### config.mk
export PLATFORM = sky130hd
export DESIGN_NAME = hog_cell_feeder
export DESIGN_NICKNAME = d
export VERILOG_FILES = /design/src/rtl/hog_feeder_pkg.sv /design/src/rtl/hog_cell_addr_gen.sv /design/src/rtl/hog_cell_feeder.sv
export SDC_FILE = /design/constraint.sdc
export NUM_CORES = 2
export LEC_CHECK = 0
export CAP_MARGIN = 15
export CORE_MARGIN = 2
export CORE_UTILIZATION = 58
export CTS_CLUSTER_SIZE = 25
export DETAILED_ROUTE_END_ITERATION = 16
export PLACE_DENSITY_LB_ADDON = 0.2
export SLEW_MARGIN = 25
export SYNTH_ARGS = -nofsm -noshare
export SYNTH_HDL_FRONTEND = slang
export SYNTH_SLANG_ARGS = --single-unit
### constraint.sdc
create_clock -name clk -period 15.3 [get_ports clk]
set_input_delay 1.53 -clock clk [delete_from_list [all_inputs] [get_ports clk]]
set_output_delay 1.53 -clock clk [all_outputs]
set_load 0.01 [all_outputs]
### src/rtl/hog_feeder_pkg.sv
// Shared constants, window slot mapping and FSM state type for the HOG cell feeder.
// The optional zero-border mode is selected with HOG_FEEDER_ZERO_BORDER_EN.
package hog_feeder_pkg;

    localparam int CELL_S = 10;
    localparam int PIX_N  = CELL_S * CELL_S - 4;
    localparam int SLOT_W = 7;

    // Slot indices where the dropped corners shift the row-major position.
    localparam logic [SLOT_W-1:0] SLOT_ROW0_END  = 7'd8;
    localparam logic [SLOT_W-1:0] SLOT_ROW9_BEG  = 7'd88;
    localparam logic [SLOT_W-1:0] SLOT_LAST      = 7'd95;

    typedef enum logic [2:0] {
        ST_IDLE  = 3'd0,
        ST_WAIT  = 3'd1,
        ST_FETCH = 3'd2,
        ST_DRAIN = 3'd3,
        ST_DONE  = 3'd4
    } feeder_state_e;

    function automatic logic [SLOT_W-1:0] slot_to_pos(input logic [SLOT_W-1:0] k);
        logic [SLOT_W-1:0] pos;
        if (k < SLOT_ROW0_END) begin
            pos = k + 7'd1;
        end else if (k < SLOT_ROW9_BEG) begin
            pos = k + 7'd2;
        end else begin
            pos = k + 7'd3;
        end
        return pos;
    endfunction

endpackage

### src/rtl/hog_cell_addr_gen.sv
// Maps a window slot of cell (cx,cy) to a clamped pixel RAM address plus an
// out-of-image flag (used by the HOG_FEEDER_ZERO_BORDER_EN build).
module hog_cell_addr_gen
    import hog_feeder_pkg::*;
#(
    parameter int CELL_X_N = 8,
    parameter int CELL_Y_N = 16,
    parameter int ADDR_W   = 13,
    parameter int CX_W     = $clog2(CELL_X_N),
    parameter int CY_W     = $clog2(CELL_Y_N)
) (
    input  logic [SLOT_W-1:0] slot,
    input  logic [CX_W-1:0]   cx,
    input  logic [CY_W-1:0]   cy,
    output logic [ADDR_W-1:0] addr,
    output logic              oob
);

    localparam int IMG_W = 8 * CELL_X_N;
    localparam int IMG_H = 8 * CELL_Y_N;
    localparam int XS_W  = $clog2(IMG_W + 2);
    localparam int YS_W  = $clog2(IMG_H + 2);

    logic [SLOT_W-1:0] pos_s;
    logic [3:0]        row_s;
    logic [3:0]        col_s;
    logic [XS_W-1:0]   xs_s;
    logic [XS_W-1:0]   xc_s;
    logic [YS_W-1:0]   ys_s;
    logic [YS_W-1:0]   yc_s;
    logic              x_lo_s;
    logic              x_hi_s;
    logic              y_lo_s;
    logic              y_hi_s;

    // xs/ys carry the image coordinate plus one so the -1 border stays unsigned.
    always_comb begin
        pos_s  = slot_to_pos(slot);
        row_s  = 4'(pos_s / 7'd10);
        col_s  = 4'(pos_s % 7'd10);
        xs_s   = XS_W'({cx, 3'b000}) + XS_W'(col_s);
        ys_s   = YS_W'({cy, 3'b000}) + YS_W'(row_s);
        x_lo_s = (xs_s == '0);
        x_hi_s = (xs_s == XS_W'(IMG_W + 1));
        y_lo_s = (ys_s == '0);
        y_hi_s = (ys_s == YS_W'(IMG_H + 1));
        xc_s   = x_lo_s ? '0 : (x_hi_s ? XS_W'(IMG_W - 1) : xs_s - XS_W'(1));
        yc_s   = y_lo_s ? '0 : (y_hi_s ? YS_W'(IMG_H - 1) : ys_s - YS_W'(1));
        addr   = ADDR_W'(yc_s) * ADDR_W'(IMG_W) + ADDR_W'(xc_s);
        oob    = x_lo_s | x_hi_s | y_lo_s | y_hi_s;
    end

endmodule

### src/rtl/hog_cell_feeder.sv
// Responder for the HOG cell-fetch handshake: streams 96 window pixels from the pixel RAM per request.
// Define HOG_FEEDER_ZERO_BORDER_EN to return 0 for out-of-image pixels instead of replicating edges.
module hog_cell_feeder
    import hog_feeder_pkg::*;
#(
    parameter int PIX_W    = 8,
    parameter int CELL_X_N = 8,
    parameter int CELL_Y_N = 16,
    parameter int ADDR_W   = 13,
    parameter int CX_W     = $clog2(CELL_X_N),
    parameter int CY_W     = $clog2(CELL_Y_N)
) (
    input  logic                   clk,
    input  logic                   rst,
    input  logic                   frame_start,
    input  logic                   request,
    output logic                   ready,
    output logic [PIX_W*PIX_N-1:0] i_data_fetch,
    output logic [CX_W-1:0]        cell_x,
    output logic [CY_W-1:0]        cell_y,
    output logic                   frame_done,
    output logic                   busy,
    output logic                   mem_rd_en,
    output logic [ADDR_W-1:0]      mem_addr,
    input  logic [PIX_W-1:0]       mem_rdata
);

    localparam int WIN_W = PIX_W * PIX_N;

    feeder_state_e     state_r;
    feeder_state_e     state_s;
    feeder_state_e     case_next_s;
    logic [SLOT_W-1:0] slot_r;
    logic [SLOT_W-1:0] gen_slot_s;
    logic [ADDR_W-1:0] gen_addr_s;
    logic              gen_oob_s;
    logic              rd_slot_s;
    logic [CX_W-1:0]   cx_r;
    logic [CY_W-1:0]   cy_r;
    logic              is_last_s;
    logic              pending_r;
    logic              cap_r;
    logic [PIX_W-1:0]  pix_in_s;
    logic [WIN_W-1:0]  shreg_r;
    logic [WIN_W-1:0]  shift_next_s;

    hog_cell_addr_gen #(
        .CELL_X_N (CELL_X_N),
        .CELL_Y_N (CELL_Y_N),
        .ADDR_W   (ADDR_W),
        .CX_W     (CX_W),
        .CY_W     (CY_W)
    ) u_addr_gen (
        .slot (gen_slot_s),
        .cx   (cx_r),
        .cy   (cy_r),
        .addr (gen_addr_s),
        .oob  (gen_oob_s)
    );

`ifdef HOG_FEEDER_ZERO_BORDER_EN
    logic issue_oob_r;
    logic oob_d_r;

    // Out-of-image flag travels with the read so the returning byte can be zeroed.
    always_ff @(posedge clk) begin
        if (rst) begin
            issue_oob_r <= 1'b0;
            oob_d_r     <= 1'b0;
        end else begin
            issue_oob_r <= gen_oob_s;
            oob_d_r     <= issue_oob_r;
        end
    end

    assign rd_slot_s = ~gen_oob_s;
    assign pix_in_s  = oob_d_r ? '0 : mem_rdata;
`else
    logic unused_oob_s;
    assign unused_oob_s = gen_oob_s;
    assign rd_slot_s    = 1'b1;
    assign pix_in_s     = mem_rdata;
`endif

    // Next state; the address generator always looks one slot ahead of the bus.
    always_comb begin
        case_next_s = state_r;
        case (state_r)
            ST_IDLE:  case_next_s = ST_IDLE;
            ST_WAIT:  case_next_s = (request | pending_r) ? ST_FETCH : ST_WAIT;
            ST_FETCH: case_next_s = (slot_r == SLOT_LAST) ? ST_DRAIN : ST_FETCH;
            ST_DRAIN: case_next_s = ST_DONE;
            ST_DONE:  case_next_s = is_last_s ? ST_IDLE : ST_WAIT;
            default:  case_next_s = ST_IDLE;
        endcase
        state_s      = frame_start ? ST_WAIT : case_next_s;
        gen_slot_s   = (state_r == ST_FETCH) ? slot_r + 7'd1 : '0;
        is_last_s    = (cx_r == CX_W'(CELL_X_N - 1)) && (cy_r == CY_W'(CELL_Y_N - 1));
        shift_next_s = {pix_in_s, shreg_r[WIN_W-1:PIX_W]};
    end

    // State register and issue slot counter.
    always_ff @(posedge clk) begin
        if (rst) begin
            state_r <= ST_IDLE;
            slot_r  <= '0;
        end else begin
            state_r <= state_s;
            slot_r  <= (state_r == ST_FETCH && state_s == ST_FETCH) ? slot_r + 7'd1 : '0;
        end
    end

    // Pixel RAM read port; cap_r marks the cycle the read data comes back.
    always_ff @(posedge clk) begin
        if (rst) begin
            mem_rd_en <= 1'b0;
            mem_addr  <= '0;
            cap_r     <= 1'b0;
        end else begin
            if (state_s == ST_FETCH) begin
                mem_rd_en <= rd_slot_s;
                mem_addr  <= gen_addr_s;
            end else begin
                mem_rd_en <= 1'b0;
                mem_addr  <= mem_addr;
            end
            cap_r <= (state_r == ST_FETCH);
        end
    end

    // Window assembly: slot 0 enters first and ends up in the lowest byte.
    always_ff @(posedge clk) begin
        if (rst) begin
            shreg_r <= '0;
        end else if (cap_r) begin
            shreg_r <= shift_next_s;
        end else begin
            shreg_r <= shreg_r;
        end
    end

    // Result outputs change only on entry to DONE; the final byte is merged in directly.
    always_ff @(posedge clk) begin
        if (rst) begin
            ready        <= 1'b0;
            frame_done   <= 1'b0;
            i_data_fetch <= '0;
            cell_x       <= '0;
            cell_y       <= '0;
        end else if (state_s == ST_DONE) begin
            ready        <= 1'b1;
            frame_done   <= is_last_s;
            i_data_fetch <= shift_next_s;
            cell_x       <= cx_r;
            cell_y       <= cy_r;
        end else begin
            ready        <= 1'b0;
            frame_done   <= 1'b0;
            i_data_fetch <= i_data_fetch;
            cell_x       <= cell_x;
            cell_y       <= cell_y;
        end
    end

    // Cell raster counters, 1-deep request buffer and frame activity flag.
    always_ff @(posedge clk) begin
        if (rst) begin
            cx_r      <= '0;
            cy_r      <= '0;
            pending_r <= 1'b0;
            busy      <= 1'b0;
        end else if (frame_start) begin
            cx_r      <= '0;
            cy_r      <= '0;
            pending_r <= 1'b0;
            busy      <= 1'b1;
        end else begin
            busy <= (state_s != ST_IDLE);
            case (state_r)
                ST_DONE: begin
                    pending_r <= is_last_s ? 1'b0 : (pending_r | request);
                    if (cx_r == CX_W'(CELL_X_N - 1)) begin
                        cx_r <= '0;
                        cy_r <= is_last_s ? '0 : cy_r + CY_W'(1);
                    end else begin
                        cx_r <= cx_r + CX_W'(1);
                        cy_r <= cy_r;
                    end
                end
                ST_FETCH, ST_DRAIN: begin
                    pending_r <= pending_r | request;
                end
                default: begin
                    pending_r <= 1'b0;
                end
            endcase
        end
    end

endmodule
### Yosys cells after proc, flatten, opt, wreduce, memory -nomap -nowiden

Index checks and enable logic that the tools add are counted.
W data, S select, Z words.

* multiplexer cells: 19
* bitwise logic cells: 3
* shift operators: 0
* multiply operators: 0
* reductions and logical operators: 10
* magnitude comparators: 2
* add/sub/neg operators: 11
* divide/modulo/power cells: 2
* equality and inequality tests: 11

Operators with widths (number)
* $mux W7: 7
* $add A7 B1 Y7 const B: 2
* $add A7 B2 Y7 const B: 2
* $eq A7 B7 Y1 const B: 2
* $sub A7 B1 Y7 const B: 2
* $add A13 B7 Y13: 1
* $pmux W3 S4: 1
* $eq A3 B2 Y1 const B: 3
* $eq A3 B3 Y1 const B: 3
* $add A7 B4 Y8: 1
* $eq A8 B8 Y1 const B: 1
* $logic_not A8 Y1: 1
* $reduce_or A2 Y1: 4
* $add A6 B4 Y7: 1
* $div A7 B4 Y7 const B: 1
* $logic_not A7 Y1: 1
* $lt A7 B4 Y1 const B: 1
* $lt A7 B7 Y1 const B: 1
* $mod A7 B4 Y7 const B: 1
* $mux W1: 6
* $mux W3: 2
* $add A4 B1 Y4 const B: 1
* $eq A4 B4 Y1 const B: 1
* $mux W4: 1
* 9 further kinds: 11

* bits of input ports: 12
* bits in latches: 0
* ROM bits: 0
* memories kept: 0
* RAM bits: 0
* output and inout port bits: 792
* bits in registers: 1579

### Depth between registers and ports, before layout

* word-level depth: 11
* gate-level depth with buffers: 39
* depth with buffers taken out: 36

### Modules after synthesis

From an unflattened synthesis, not the netlist that was laid out.

* cell total of the unflattened synthesis: 6203
* area, all modules: 55886.1 µm²

By module, submodules not included
* hog_cell_feeder: sequential area each 31450.2 µm², instances 1, area an instance 54259.5 µm², cells an instance 5979
* hog_cell_addr_gen: sequential area each 0.0 µm², instances 1, area an instance 1626.6 µm², cells an instance 224

### Worst setup path after synthesis

No wires, ideal clock.

* kind: register to register
* from: reg slot_r[1]
* to: reg mem_addr[12]
* clock period less this slack: 7059 ps
* buffers on the path: 2
* path slack: 8241 ps
* required time: 15226 ps
* cell stages (with the launch flop): 36
* setup time: 74 ps
* arrival: 6985 ps
* cell sequence: dfxtp_1 ha_1 buf_2 xnor2_1 nor2_1 ha_1 nor3b_1 nand4_1 and2_1 a22o_1 o31ai_2 and2_4 nor3_1 nor2_1 ha_1 inv_1 a41o_1 a31oi_1 a211oi_1 or3_1 buf_2 xnor2_1 ha_1 o21ai_0 and2_1 mux2i_2 nand2_2 xor2_1 ha_1 o2111ai_1 and4_1 ha_1 ha_1 nand4_1 or3_1 a31oi_1

* word-level cells in the longest chain between the ends: 11
* elaborated cells between the ends (all ways): 29

Ends and longest elaborated chain
* start, declared: line hog_cell_feeder.sv:33 `logic [SLOT_W-1:0] slot_r;`
* start signal, assigned: line hog_cell_feeder.sv:109 `slot_r <= (state_r == ST_FETCH && state_s == ST_FETCH) ? slot_r + 7'd1 : '0;`
* $add A7 B1 Y7: line hog_cell_feeder.sv:97 `gen_slot_s = (state_r == ST_FETCH) ? slot_r + 7'd1 : '0;`
* $mux W7: line hog_cell_feeder.sv:97
* $add A7 B2 Y7, or another cell as far along: line hog_feeder_pkg.sv:29 `pos = k + 7'd3;`
* $mux W7: line hog_feeder_pkg.sv:26 `end else if (k < SLOT_ROW9_BEG) begin`
* $mux W7: line hog_feeder_pkg.sv:24 `if (k < SLOT_ROW0_END) begin`
* $div A7 B4 Y7 / $mod A7 B4 Y7 (equally long branches): line hog_cell_addr_gen.sv:39, hog_cell_addr_gen.sv:40
* $add A7 B4 Y8 / $add A6 B4 Y7 (equally long branches): line hog_cell_addr_gen.sv:42, hog_cell_addr_gen.sv:41
* $sub A7 B1 Y7, or another cell as far along: line hog_cell_addr_gen.sv:48 `yc_s = y_lo_s ? '0 : (y_hi_s ? YS_W'(IMG_H - 1) : ys_s - YS_W'(1));`
* $mux W7, on equally long branches (2 in series): line hog_cell_addr_gen.sv:48, hog_cell_addr_gen.sv:47
* $add A13 B7 Y13: line hog_cell_addr_gen.sv:49 `addr = ADDR_W'(yc_s) * ADDR_W'(IMG_W) + ADDR_W'(xc_s);`
* end signal, assigned: line hog_cell_feeder.sv:122 `mem_addr <= gen_addr_s;`
* end signal, assigned: line hog_cell_feeder.sv:125 `mem_addr <= mem_addr;`
* end, declared: line hog_cell_feeder.sv:24 `output logic [ADDR_W-1:0] mem_addr,`

Several ways; a longest one is shown, not always the timed one.
A chain may end at the register's enable or synchronous reset.

### Worst setup path in the final report

* from: reg slot_r[0]
* to: reg mem_addr[12]

The elaborated chain is that of the path after synthesis.

==> impl_metrics.csv <==
group,metric,value,unit
hold_path,hold_path.class,"flop to flop",
sta,fmax,113,MHz
sta,rsz_0062_raised_after_global_routing,"false",
synth,synthesis.yosys.warnings,0,
worst_setup_path,required,15.97,ns
routing,postRouteAntennaNets,0,
layout,nets,6816,
routing,count_of_vias_placed_by_the_detailed_router,44105,
layout,final_core_utilization,72.6,%
layout,drive_above_1_share,4.51,%
run,drv_cap,0,
sta,timing.final.crit_period,8.85,ns
sta,worst_slew_margin_rel,28.0,%
synth,synth.lib_cells_used.distinct,83,
sta,setup-violations-final,0,
die,pin_count,804,
synth,synth_area_per_cell,8.95,um2
clock_tree,clockBufferDepth,3,
synth,synth_nets,6262,
grt,grt_start_max_net_pins,228,
clock_tree,h-tree-depth,4,
routing,avgRoutedWirePerCell,18.4,um
sta,max_slew.worst_pin.slew,1.08,ns
routing,drc,0,
clock_tree,clock_insertion_delay_worst_skew,0.76,ns
routing,drt-total-wl,150,mm
sta,layout_setup_ws,6.45,ns
synth,netlist_area,0.0557,mm2
grt,overflow,0,
placement,gpl.final_weighted_congestion,0.859,
clock_tree,cts_setup_buffers,0,
clock_tree,ctsRootBufferMaster,"sky130_fd_sc_hd__clkbuf_16",
worst_setup_path,critPathMaxFanout,18,
sta,setup_tns,0,ns
worst_setup_path,worst-setup-path-type,"flop to flop",
routing,top_layer_used_by_detailed_routing,"met4",
routing,starting_drc_count_in_detailed_routing,3871,
placement,place_ws,6.48,ns
routing,drt_pass1_iterations,6,
clock_tree,numClockSinks,1571,
synth,synth_enable_flop_cells,0,
worst_setup_path,crit_path_frequent_cell,"sky130_fd_sc_hd__ha_1",
synth,ys_dominant_reg_cell,"sky130_fd_sc_hd__dfxtp_1",
clock_tree,postCtsHoldBufs,0,
worst_setup_path,endpoint_kind,"flop",
synth,synth-seq-cells,1571,
sta,layout_worst_path_cycle_share,57.8,%
grt,global_route_wire_length_before_repair,231,mm
sta,finClkSkew,0.0302,ns
placement,placement.cell_area,0.0640,mm2
synth,post_synth_inst_count,6228,
sta,finalHoldViolCount,0,
placement,io_buffers,803,
worst_setup_path,critical_path.n_buffers_inverters,1,
sta,min_hold_slack,0.450,ns
worst_setup_path,critPathSlowestCell,"sky130_fd_sc_hd__dfxtp_1",
grt,first_global_vias,40983,
routing,met1_wirelength,62.0,mm
grt,antenna_found_initial,1,
power_and_ir_drop,power_density,115,mW/mm2
die,initial_core_util,58.6,%
worst_setup_path,critical_path.max_stage_delay,0.74,ns
clock_tree,clk_transition_reported_paths,0.06,ns
die,core,0.0952,mm2
layout,relative_area_change_from_synthesis_to_final_layout,24.0,%
synth,async_flop_share,0,%
clock_tree,cts_tree,"built",
clock_tree,cts-buffers-inserted,153,
routing,route.met2.wl,70.6,mm
sta,final_max_slew_viol_count,0,
power_and_ir_drop,vdd_ir_drop_max,0.102,mV
routing,via_per_inst,5.41,
worst_setup_path,critPathTopFamily,"simple AND/OR/NAND/NOR gates",
grt,grt_use_total,29.3,%
die,fp-row-count,113,
status,status,"complete, no violations",
worst_setup_path,worstSetupStartpointType,"flop",
die,die-height,314,um
die,die-width,314,um
layout,final_std_cell_area_no_fill,0.0691,mm2
power_and_ir_drop,power.leakage,22.6,nW
worst_setup_path,worst_path_arrival,9.52,ns
routing,detailroute.wirelength.met3,10.2,mm
clock_tree,cts_resized,0,
synth,synth_seq_area_share,56.4,%
worst_setup_path,timing.reg2reg.setup_slack,6.45,ns
placement,dpl.hpwl,99.4,mm
die,dieArea,0.0986,mm2
where the power goes:
| part | leakage (nW) | internal [W] | total (W) | switching [W] |
|---|---|---|---|---|
| combinational | 7.49 | 0.0000214 | 0.000109 | 0.0000874 |
| clock | 2.47 | 0.00217 | 0.00373 | 0.00156 |
| sequential | 12.6 | 0.00409 | 0.00409 | 0.00000191 |
| total | 22.6 | 0.00628 | 0.00793 | 0.00165 |
worst register-to-register path, delay by kind of cell (launching register included):
| kind | cells | cell delay [ns] |
|---|---|---|
| buffers and inverters | 1 | 0.13 |
| DFF | 1 | 0.74 |
| and+or+nand+nor | 13 | 3.25 |
| adders and majority gates | 7 | 1.98 |
| muxes | 1 | 0.23 |
| AOI/OAI and AO/OA | 8 | 1.57 |
| xor gates and xnor gates | 3 | 0.84 |
logic make-up (layout without fill, tap and decap cells):
kind of cell,after synthesis,in the layout,synth area share [%]
XOR/XNOR,18,18,0.283
AND/OR/NAND/NOR,2505,2505,17.4
multiplexers,768,768,13.8
buffers and inverters,465,1131,3.20
flip-flops,1571,1571,56.4
AO/OA/AOI/OAI,879,879,8.38
other,0,1,0
adder cells (fa/ha/maj),22,22,0.494
through the flow:
stage / power [W] / instances
6_report: 0.00793 / 8160
5_1_grt: 0.00816 / 8159
4_1_cts: 0.00798 / 8157
3_5_place_dp: 0.00429 / 7890
3_3_place_gp: 0.00429 / 7889
2_1_floorplan: 0.00427 / 6228
cell usage in the layout (no fill, tap or decap), types with 3 or more instances in the layout:
master and count:
sky130_fd_sc_hd__a31oi_1 8, sky130_fd_sc_hd__nand3_1 16, sky130_fd_sc_hd__nand3b_1 4, sky130_fd_sc_hd__and3_1 7, sky130_fd_sc_hd__a21oi_1 795, sky130_fd_sc_hd__nor3_1 13
sky130_fd_sc_hd__o2111ai_1 4, sky130_fd_sc_hd__and2_1 7, sky130_fd_sc_hd__a21o_1 7, sky130_fd_sc_hd__inv_1 16, sky130_fd_sc_hd__nand2_1 1591, sky130_fd_sc_hd__clkdlybuf4s50_1 802
sky130_fd_sc_hd__or3_1 8, sky130_fd_sc_hd__o211ai_1 3, sky130_fd_sc_hd__and4_1 3, sky130_fd_sc_hd__o21ai_0 17, sky130_fd_sc_hd__nand4_1 10, sky130_fd_sc_hd__xnor2_1 12
sky130_fd_sc_hd__buf_4 30, sky130_fd_sc_hd__mux2i_1 764, sky130_fd_sc_hd__clkbuf_8 33, sky130_fd_sc_hd__a311o_1 4, sky130_fd_sc_hd__nor2_1 807, sky130_fd_sc_hd__inv_6 5
sky130_fd_sc_hd__clkinvlp_4 4, sky130_fd_sc_hd__bufinv_16 7, sky130_fd_sc_hd__buf_12 7, sky130_fd_sc_hd__nand2b_1 6, sky130_fd_sc_hd__or2_2 4, sky130_fd_sc_hd__clkinv_2 24
sky130_fd_sc_hd__ha_1 22, sky130_fd_sc_hd__dfxtp_1 1570, sky130_fd_sc_hd__buf_6 5, sky130_fd_sc_hd__xor2_1 6, sky130_fd_sc_hd__nor2b_1 5, sky130_fd_sc_hd__nor3b_1 4
sky130_fd_sc_hd__clkbuf_16 158, sky130_fd_sc_hd__clkbuf_1 32
sequential cells by signal, summed over array words and instances (netlist names):
register      cells
ready             1
mem_rd_en         1
slot_r            7
busy              1
i_data_fetch    768
frame_done        1
mem_addr         13
cell_x            3
cap_r             1
shreg_r         760
cx_r              3
cy_r              4
state_r           3
pending_r         1
cell_y            4
layout make-up:
class	instances	area, um2
Clock buffer	223	4530
Sequential cell	1571	31500
Tap cell	1265	1580
Fill cell	7041	26000
Clock inverter	44	472
Inverter	18	67.6
Antenna cell	1	2.50
Timing Repair Buffer	846	8490
Multi-Input combinational cell	4192	22500
final timing paths:
| check | from | end | cells past startpoint |
|---|---|---|---|
| max | slot_r[0]$_SDFF_PP0_ | mem_addr[12]$_SDFFE_PP0P_ | 33 |
| min | shreg_r[498]$_SDFFE_PP0P_ | i_data_fetch[490]$_SDFFE_PP0P_ | 2 |
| max reg2reg | slot_r[0]$_SDFF_PP0_ | mem_addr[12]$_SDFFE_PP0P_ | 33 |
| min reg2reg | shreg_r[498]$_SDFFE_PP0P_ | i_data_fetch[490]$_SDFFE_PP0P_ | 2 |
per-layer routing:
layer  vias up  GRT usage [%]
li1      21547              -
met1     21101           36.4
met2      1164           47.1
met3       293           7.56
met4         0           15.0
met5         -              0
cell usage after synthesis (all sizes together) (2+ instances only):
cell type,instances,area [um2]
xnor2,12,105
o21a,3,25.0
a41oi,2,17.5
and4,3,26.3
a21boi,2,18.8
nor3,15,85.1
or3,8,50.1
o21ai,20,108
a221oi,2,17.5
or2,4,25.0
a311o,4,40.0
buf,105,430
clkbuf,342,1280
nand2,1592,5980
nor2,808,3040
a221o,2,20.0
a211oi,3,27.5
mux2i,765,7660
or4,2,18.8
xor2,6,52.6
a31oi,8,50.1
nand3b,4,30.0
a2bb2oi,3,32.5
o2111ai,4,35.0
nor2b,5,31.3
dfxtp,1571,31500
ha,22,275
a32oi,2,25.0
a21oi,795,3980
nor3b,5,42.5
and3,7,43.8
mux2,3,41.3
and2,10,67.6
inv,18,67.6
a21o,7,52.6
o211ai,4,43.8
a31o,2,17.5
o31ai,2,20.0
nor4,2,12.5
nand2b,6,37.5
nand3,17,90.1
nand4,10,62.6
nand4b,2,17.5
and3b,3,26.3
No activity file was read; power rests on OpenSTA's default activity.
